===== config.mk =====
export PLATFORM = sky130hd
export DESIGN_NAME = bus_reg_slave
export DESIGN_NICKNAME = d
export VERILOG_FILES = /design/src/rtl/bus_reg_slave.sv
export SDC_FILE = /design/constraint.sdc
export NUM_CORES = 1
export LEC_CHECK = 0
export BUFFER_PORTS_ARGS = -buffer_cell sky130_fd_sc_hd__buf_2
export CAP_MARGIN = 20
export CORE_MARGIN = 5
export CORE_UTILIZATION = 54
export DETAILED_ROUTE_END_ITERATION = 6
export GPL_ROUTABILITY_DRIVEN = 0
export PLACE_DENSITY = 0.75
export SYNTH_ARGS = -nofsm -noshare
export SYNTH_HDL_FRONTEND = slang
export SYNTH_SLANG_ARGS = --single-unit

===== constraint.sdc =====
create_clock -name clock -period 1.8 [get_ports clock]
set_input_delay 0 -clock clock [delete_from_list [all_inputs] [get_ports clock]]
set_output_delay 0 -clock clock [all_outputs]
set_load 0.03 [all_outputs]

===== src/rtl/bus_reg_slave.sv =====
// bus_reg_slave: registered bus target with programmable wait states.
// Backs a 2**ADDR_W register file (entry 0 is a read-only ID register) and
// exports {busy, txn_count} to the parent on bus_out.
module bus_reg_slave #(
  parameter int unsigned         ADDR_W      = 4,
  parameter int unsigned         DATA_W      = 4,
  parameter int unsigned         WAIT_CYCLES = 2,
  parameter logic [DATA_W-1:0]   ID_VAL      = 'h5
) (
  input  logic              clock,
  input  logic              reset,
  input  logic              valid,
  input  logic              we,
  input  logic [ADDR_W-1:0] addr,
  input  logic [DATA_W-1:0] wdata,
  output logic [DATA_W-1:0] rdata,
  output logic              ready,
  output logic              err,
  output logic [4:0]        bus_out
);

  localparam int unsigned DEPTH = 2 ** ADDR_W;
  localparam int unsigned CNT_W = 4;
  localparam int unsigned TXN_W = 4;

  typedef enum logic [1:0] {
    S_IDLE = 2'd0,
    S_WAIT = 2'd1,
    S_RESP = 2'd2
  } state_e;

  state_e              state_q, state_d;
  logic [CNT_W-1:0]    cnt_q, cnt_d;
  logic                cap_we_q, cap_we_d;
  logic [ADDR_W-1:0]   cap_addr_q, cap_addr_d;
  logic [DATA_W-1:0]   cap_wdata_q, cap_wdata_d;

  logic [DATA_W-1:0]   rdata_q, rdata_d;
  logic                ready_q, ready_d;
  logic                err_q, err_d;
  logic                busy_q, busy_d;
  logic [TXN_W-1:0]    txn_q, txn_d;
  logic                commit_c;

  logic [DATA_W-1:0]   regs_q [DEPTH];

  // State register: FSM state, wait counter and captured request
  always_ff @(posedge clock) begin
    if (reset) begin
      state_q     <= S_IDLE;
      cnt_q       <= '0;
      cap_we_q    <= 1'b0;
      cap_addr_q  <= '0;
      cap_wdata_q <= '0;
    end else begin
      state_q     <= state_d;
      cnt_q       <= cnt_d;
      cap_we_q    <= cap_we_d;
      cap_addr_q  <= cap_addr_d;
      cap_wdata_q <= cap_wdata_d;
    end
  end

  // Next-state logic: accept in IDLE, count down wait states, single RESP cycle
  always_comb begin
    state_d     = state_q;
    cnt_d       = cnt_q;
    cap_we_d    = cap_we_q;
    cap_addr_d  = cap_addr_q;
    cap_wdata_d = cap_wdata_q;
    case (state_q)
      S_IDLE: begin
        if (valid) begin
          cap_we_d    = we;
          cap_addr_d  = addr;
          cap_wdata_d = wdata;
          cnt_d       = CNT_W'(WAIT_CYCLES);
          if (WAIT_CYCLES != 0) state_d = S_WAIT;
          else                  state_d = S_RESP;
        end
      end
      S_WAIT: begin
        if (cnt_q <= CNT_W'(1)) state_d = S_RESP;
        else                    cnt_d   = cnt_q - CNT_W'(1);
      end
      S_RESP:  state_d = S_IDLE;
      default: state_d = S_IDLE;
    endcase
  end

  // Output logic: registered response values derived from the upcoming state
  always_comb begin
    ready_d  = 1'b0;
    err_d    = 1'b0;
    busy_d   = (state_d != S_IDLE);
    rdata_d  = rdata_q;
    txn_d    = txn_q;
    commit_c = 1'b0;
    if (state_d == S_RESP) begin
      ready_d = 1'b1;
      err_d   = cap_we_d && (cap_addr_d == '0);
      if (!cap_we_d) begin
        rdata_d = (cap_addr_d == '0) ? ID_VAL : regs_q[cap_addr_d];
      end
    end
    if (state_q == S_RESP) begin
      txn_d    = txn_q + TXN_W'(1);
      commit_c = cap_we_q && (cap_addr_q != '0);
    end
  end

  // Response registers and completed-transaction counter
  always_ff @(posedge clock) begin
    if (reset) begin
      rdata_q <= '0;
      ready_q <= 1'b0;
      err_q   <= 1'b0;
      busy_q  <= 1'b0;
      txn_q   <= '0;
    end else begin
      rdata_q <= rdata_d;
      ready_q <= ready_d;
      err_q   <= err_d;
      busy_q  <= busy_d;
      txn_q   <= txn_d;
    end
  end

  // Register file: write commits on the edge that closes the RESP cycle
  always_ff @(posedge clock) begin
    if (reset) begin
      for (int i = 0; i < int'(DEPTH); i++) begin
        regs_q[i] <= '0;
      end
    end else if (commit_c) begin
      regs_q[cap_addr_q] <= cap_wdata_q;
    end
  end

  assign rdata   = rdata_q;
  assign ready   = ready_q;
  assign err     = err_q;
  assign bus_out = {busy_q, txn_q};

endmodule


==> flow_summary.toml, run 1 <==
[run_status]
status = "finished, violations left"
violations = "setup timing"

[setup_path]
cp.depth = 9
crit_fanout = 6
slowest_stage = "dfxtp_2"
cp_num_buf_inv = 4
required_ns = 2.06
crit_path_end_kind = "flop"
worst_setup_path_start_kind = "flop"
crit_top_cell = "buf_6"
worstPathArrival_ns = 2.29
cp_top_family = "buffers and inverters"
ff2ff_path_depth = 9
critical_path_class = "reg2reg"
max_stage_delay_ns = 0.34
worstPathCellList = "nor3b_4, buf_6, buf_12, buf_6, mux2i_4, buf_4, nor2_1, o211ai_1, a311oi_1"

[clock_tree]
cts_tree = "done"
cts.clk_slew.worst_paths_ns = 0.09
clock-root-buffer = "clkbuf_8"
cts.sinks = 86
clk_latency_ns = 0.37
cts_buffer_depth = 2
cts_buffers = 9
htree_levels = 3

[detailed_routing]
avgRoutedWirePerCell_um = 19.0
viasPerCell = 5.73
routed_wl_um = 10700
drt_iter0_markers = 303
drtAntennaViolNets = 0
vias = 3238
first_pass_iters = 5
drcViolationCount = 0

[power_and_ir_drop]
max-vdd-ir-drop_mv = 0.503
finalPower_mw = 4.46
p_leak_nw = 2.09
pwr_density_cell_mw_per_mm2 = 846

[global_routing]
grt_pass1_vias = 3238
grt_max_degree = 29
overflow = 0
antenna_found_initial = 0
gr-usage-all-layers_pct = 22.6
grt_pass1_wl_um = 16600

[sta]
setup_slack_ns = -0.227
rsz0062_at_grt = "yes"
period_share_pct = 113
finalSetupViolations = 28
finClkSkew_ns = 0.0144
drv_slew = 0
setup_tns_ns = -1.94
fmax_mhz = 493
slew_headroom_pct = 53.5
post-route-min-period_ns = 2.03
worstMarginPinSlew_ns = 0.697
hold_violations = 0

[finish]
drive_above_1_share_pct = 33.5
nets = 476
n_fill_cell = 492
syn2layout_area_growth_pct = 29.8
diodes = 0

[floorplanning]
die_width_um = 96.8
dieArea_mm2 = 0.00936
ios = 23
rows = 31
initial_core_util_pct = 55.7
core_area_mm2 = 0.00729
die_h_um = 96.8

[logic_synthesis]
synth_cell_types = 42
synthCells = 377
yosys_warnings = 0
synth_seq_area_share_pct = 57.1
synth_area_mm2 = 0.00407
ys_async_sr_fraction_pct = 0
synth-edff-count = 60
synth_ff_type = "edfxtp_1"
syn_area_per_cell_um2 = 10.8
synth_seq_cells = 86
synth_fp_nets = 392

[worst_hold_path]
hold_depth = 3
hold_class = "in2reg"

[placed_design]
dpl.hpwl_um = 6580
portBuffers = 22

[flow_run]
cap_violations = 0
==> stage by stage <==
| stage | util, % | cells | hold WS [ns] | worst slack, ns | instance area, um^2 |
|---|---|---|---|---|---|
| 2_1_floorplan | - | 377 | 0.136 | -0.0274 | 4100 |
| 6_report | 72.4 | 565 | 0.0998 | -0.227 | 5280 |
| 5_1_grt | 72.4 | 565 | 0.104 | -0.251 | 5280 |
| 4_1_cts | 69.3 | 561 | 0.0838 | -0.138 | 5050 |
| 3_3_place_gp | 63.4 | 530 | 0.245 | -0.138 | 4630 |
| 3_5_place_dp | 63.4 | 530 | 0.251 | -0.168 | 4630 |
==> flip-flops by register name (all words and copies together) (netlist names) <==
name,flops
cap_addr_q,4
txn_q,4
regs_q,60
ready,1
cap_we_q,1
rdata,4
busy_q,1
cap_wdata_q,4
cnt_q,4
state_q,2
err,1
==> path summary, 6_finish.rpt <==
check | from | endpoint | slack (ns)
max | state_q[1]$_SDFF_PP0_ | rdata[0]$_SDFFE_PP0P_ | -0.23
min | valid | busy_q$_SDFF_PP0_ | 0.1
max reg2reg | state_q[1]$_SDFF_PP0_ | rdata[0]$_SDFFE_PP0P_ | -0.23
min reg2reg | rdata[3]$_SDFFE_PP0P_ | rdata[3]$_SDFFE_PP0P_ | 0.49
==> worst reg2reg max path, delay by kind of cell, from the launching register on <==
family	cells	cell delay, ns
flops	1	0.34
simple gates	2	0.44
compound gates	2	0.51
buf+inv	4	0.56
mux	1	0.07
==> cell usage after synthesis (3+ instances only) <==
| cell type | n | area [um^2] |
|---|---|---|
| buf_2 | 3 | 15.0 |
| a211oi_1 | 4 | 30.0 |
| o211ai_1 | 6 | 45.0 |
| nand2b_1 | 4 | 25.0 |
| nand2_1 | 45 | 169 |
| ha_1 | 3 | 37.5 |
| nor2_1 | 33 | 124 |
| nor3_1 | 10 | 50.1 |
| mux2i_1 | 20 | 200 |
| o21ai_0 | 20 | 100 |
| and2_1 | 63 | 394 |
| xor2_1 | 4 | 35.0 |
| nand3_1 | 7 | 35.0 |
| or2_2 | 6 | 37.5 |
| mux2_2 | 3 | 33.8 |
| inv_1 | 4 | 15.0 |
| edfxtp_1 | 60 | 1800 |
| nor2b_1 | 6 | 37.5 |
| a21oi_1 | 11 | 55.1 |
| clkbuf_1 | 13 | 48.8 |
| dfxtp_1 | 26 | 521 |
==> logic make-up (layout without fill, tap and decap cells) <==
kind of cell               count (synthesis)  count (layout)  share of synthesized area, %
and+or+nand+nor                          182             182                          22.9
DFF                                       86              86                          57.1
AOI/OAI and AO/OA                         50              50                          7.57
muxes                                     26              28                          7.02
buffers and inverters                     25             112                          3.35
xor gates and xnor gates                   5               5                          1.08
adders and majority gates                  3               3                         0.923
==> final cells by class <==
cell class	instances	area, um^2	share of cell area, %
Sequential cell	86	2320	44.1
Inverter	4	15.0	0.285
Multi-Input combinational cell	268	1870	35.5
Clock inverter	2	13.8	0.261
Timing Repair Buffer	92	742	14.1
Clock buffer	14	184	3.49
Tap cell	99	124	2.35
==> metal layers <==
layer	GRT usage, %	wire, um
met5	0	0
met4	9.94	399
met3	6.19	919
met2	34.7	4950
met1	30.0	4440
==> cell usage in the layout, fill, tap and decap left out, types with 6 or more instances in the layout <==
| cell type | Yosys | final |
|---|---|---|
| buf_6 | 2 | 17 |
| o21ai_0 | 20 | 9 |
| buf_4 | 2 | 44 |
| o211ai_1 | 6 | 6 |
| mux2i_1 | 20 | 17 |
| nand3_1 | 7 | 6 |
| edfxtp_1 | 60 | 60 |
| clkbuf_8 | 0 | 11 |
| nand2_1 | 45 | 44 |
| and2_1 | 63 | 60 |
| o21ai_1 | 1 | 8 |
| buf_2 | 3 | 23 |
| a21oi_1 | 11 | 9 |
| dfxtp_1 | 26 | 24 |
| nor2_1 | 33 | 26 |
==> power breakdown <==
group          internal (mW)  switching, mW
clock                  0.665          0.708
sequential              2.19         0.0804
combinational          0.378          0.441
==> timing repair <==
action,4_1_cts,5_1_grt
endpoints found under the hold margin,5,0
hold buffers,5,0
pin swaps,6,7
gates cloned,2,1
setup buffers,8,3
gates resized for setup,27,58
setup endpoints to repair,16,86
Note: power is estimated with default switching activity, not from simulation.
==> run 2, diff against run 1 <==
--- a/config.mk
+++ b/config.mk
@@ -5,13 +5,15 @@
 export SDC_FILE = /design/constraint.sdc
 export NUM_CORES = 1
 export LEC_CHECK = 0
+export ABC_AREA = 1
 export BUFFER_PORTS_ARGS = -buffer_cell sky130_fd_sc_hd__buf_2
 export CAP_MARGIN = 20
 export CORE_MARGIN = 5
-export CORE_UTILIZATION = 54
+export CORE_UTILIZATION = 50
 export DETAILED_ROUTE_END_ITERATION = 6
 export GPL_ROUTABILITY_DRIVEN = 0
-export PLACE_DENSITY = 0.75
+export PLACE_DENSITY = 0.7
+export SLEW_MARGIN = 15
 export SYNTH_ARGS = -nofsm -noshare
 export SYNTH_HDL_FRONTEND = slang
 export SYNTH_SLANG_ARGS = --single-unit
==> run 2 against run 1 <==
The flow now finishes without violations. Flip-flop and latch count up 1. Combinational power is 22% higher. Clock skew down 0.0078 ns. Critical path type unchanged.
==> flow_summary.toml, run 2 <==
[floorplanning]
dieArea_mm2 = 0.0102
initial_core_util_pct = 50.9
rows = 33
die_width_um = 101
die_h_um = 101
ios = 23
core_area_mm2 = 0.00813

[logic_synthesis]
synth_seq_cells = 87
yosys_warnings = 0
synth_area_mm2 = 0.00414
synth_fp_nets = 481
synth_most_common_cell = "nor2_1"
synth_compound_area_share_pct = 5.23
synth_seq_area_share_pct = 56.8
synth-xor-area-share_pct = 0
synth_common_cells = "106 x nor2_1, 103 x nand2_1, 61 x edfxtp_1, 38 x nand3_1, 31 x inv_1"
syn_area_per_cell_um2 = 8.88
synth-simple-area-share_pct = 30.9
synth_top_family_by_area = "simple AND/OR/NAND/NOR gates"
yosys.area.top_type = "edfxtp_1"
synth.top_cell.area_share_pct = 44.2
ys_async_sr_fraction_pct = 0
synth_cell_types = 35
synth_ff_type = "edfxtp_1"
synth.area.top_cells = "edfxtp_1 44%, dfxtp_1 13%, nor2_1 9.6%"
synthCells = 466
synthAdderAreaFrac_pct = 0.907
yosys-mux-area-fraction_pct = 0
synth-edff-count = 61

[setup_path]
worstPathArrival_ns = 2.05
crit_fanout = 14
max_stage_delay_ns = 0.38
required_ns = 2.10
worst_setup_path_start_kind = "flop"
crit_path_end_kind = "flop"
slowest_stage = "dfxtp_4"
worstPathCellList = "nor2_8, nand3_2, nand2_4, nand2_1, nand3_1, nand3_1, nand3_1, nand2_1, a21oi_2"
critical_path_class = "reg2reg"
crit_top_cell = "nand3_1"

[global_routing]
grt_pass1_wl_um = 15500
grt_max_degree = 29
overflow = 0
antenna_found_initial = 0
gr-usage-all-layers_pct = 19.9
grt_pass1_vias = 3156

[sta]
finClkSkew_ns = 0.00652
rsz0062_at_grt = "yes"
drv_slew = 0
period_share_pct = 97.2
fmax_mhz = 572
hold_ws_ns = 0.138
hold_violations = 0
post-route-min-period_ns = 1.75
finalSetupViolations = 0

[detailed_routing]
first_pass_iters = 4
drt_iter0_markers = 299
drcViolationCount = 0
avgRoutedWirePerCell_um = 15.9
viasPerCell = 5.29
drtAntennaViolNets = 0
vias = 3367
routed_wl_um = 10100

[finish]
layout_common_cells = "103 x nor2_1, 92 x nand2_1, 61 x edfxtp_1, 36 x nand3_1, 33 x buf_4"
diodes = 0
final_common_cell = "nor2_1"
top_register = "regs_q"
syn2layout_area_growth_pct = 19.9
fin_area_mm2 = 0.00497
nets = 542
drive_above_1_share_pct = 24.4
largest_reg_flops = 61

[run_status]
status = "finished clean"

[placed_design]
placed_area_mm2 = 0.00453
dpl.hpwl_um = 6980
portBuffers = 22

[power_and_ir_drop]
pwr_density_cell_mw_per_mm2 = 912
p_leak_nw = 2.03
max-vdd-ir-drop_mv = 0.566

[clock_tree]
cts_buffers = 9
cts.clk_slew.worst_paths_ns = 0.08
cts_tree = "done"
htree_levels = 3
clk_latency_ns = 0.35
cts_buffer_depth = 2
clock-root-buffer = "clkbuf_8"
cts.sinks = 87

[worst_hold_path]
hold_class = "in2reg"

[flow_run]
cap_violations = 0
-- run 2: cell types whose count changed after synthesis, sizes merged, moves of 22 or more --
cell,change
inv,+30
and2,-63
nor2,+78
mux2i,-22
nand2,+69
nand3,+33
-- run 2: worst paths after layout --
kind / start / endpoint / slack, ns / cells past startpoint
worst max-delay path: state_q[0]$_SDFF_PP0_ / rdata[1]$_SDFFE_PP0P_ / 0.05 / 9
worst min-delay path: addr[3] / cap_addr_q[3]$_SDFF_PP0_ / 0.14 / 5
worst max register to register: state_q[0]$_SDFF_PP0_ / rdata[1]$_SDFFE_PP0P_ / 0.05 / 9
worst min register to register: cap_wdata_q[2]$_SDFFE_PP0P_ / cap_wdata_q[2]$_SDFFE_PP0P_ / 0.45 / 2
-- run 2: critical path, delay by kind of cell, from the launching register on --
| family | cells | cell delay (ns) |
|---|---|---|
| and+or+nand+nor | 8 | 1.18 |
| DFF | 1 | 0.38 |
| AOI/OAI and AO/OA | 1 | 0.12 |
-- run 2: through the flow --
stage	power [mW]	std cells	setup WS [ns]	util (%)	setup TNS, ns
after floorplan	2.94	466	0.0898	-	0
after global placement	3.19	607	-0.128	55.7	-0.254
after detailed placement	3.20	607	-0.0719	55.7	-0.711
after CTS	4.41	629	0.0237	58.6	0
after global routing	4.72	637	-0.0288	61.1	-0.443
final	4.53	637	0.0510	61.1	0
-- run 2: layout make-up --
| class | count | area (um^2) |
|---|---|---|
| well taps | 105 | 131 |
| fillers | 693 | 3170 |
| flip-flops and latches | 87 | 2360 |
| repair buffers | 67 | 503 |
| clock inverters | 3 | 17.5 |
| inverters | 34 | 135 |
| multi-input cells | 328 | 1670 |
| clock buffers | 13 | 149 |
-- run 2: power breakdown --
group          internal [mW]  total [mW]  switching [mW]
clock network          0.542        1.22           0.678
logic                  0.338        1.00           0.666
registers               2.24        2.30          0.0669
-- run 2: logic make-up after synthesis --
kind of cell | after synthesis
buffers and inverters | 52
DFF | 87
AOI/OAI and AO/OA | 41
and+or+nand+nor | 282
other | 1
adders and majority gates | 3
-- run 2: timing repair --
item | 4_1_cts | 5_1_grt
setup endpoints to repair | 36 | 47
gates cloned | 0 | 1
gates resized for setup | 4 | 44
setup buffers | 0 | 7
hold endpoints to repair | 6 | 0
hold buffers | 6 | 0
pin swaps | 0 | 14
-- run 2: metal layers --
| layer | up-vias | routed length, um | global-route usage, % |
|---|---|---|---|
| li1 | 1643 | - | - |
| met1 | 1561 | 4360 | 26.5 |
| met2 | 137 | 4740 | 32.3 |
| met3 | 26 | 749 | 3.53 |
| met4 | 0 | 282 | 8.08 |
| met5 | - | 0 | 0 |
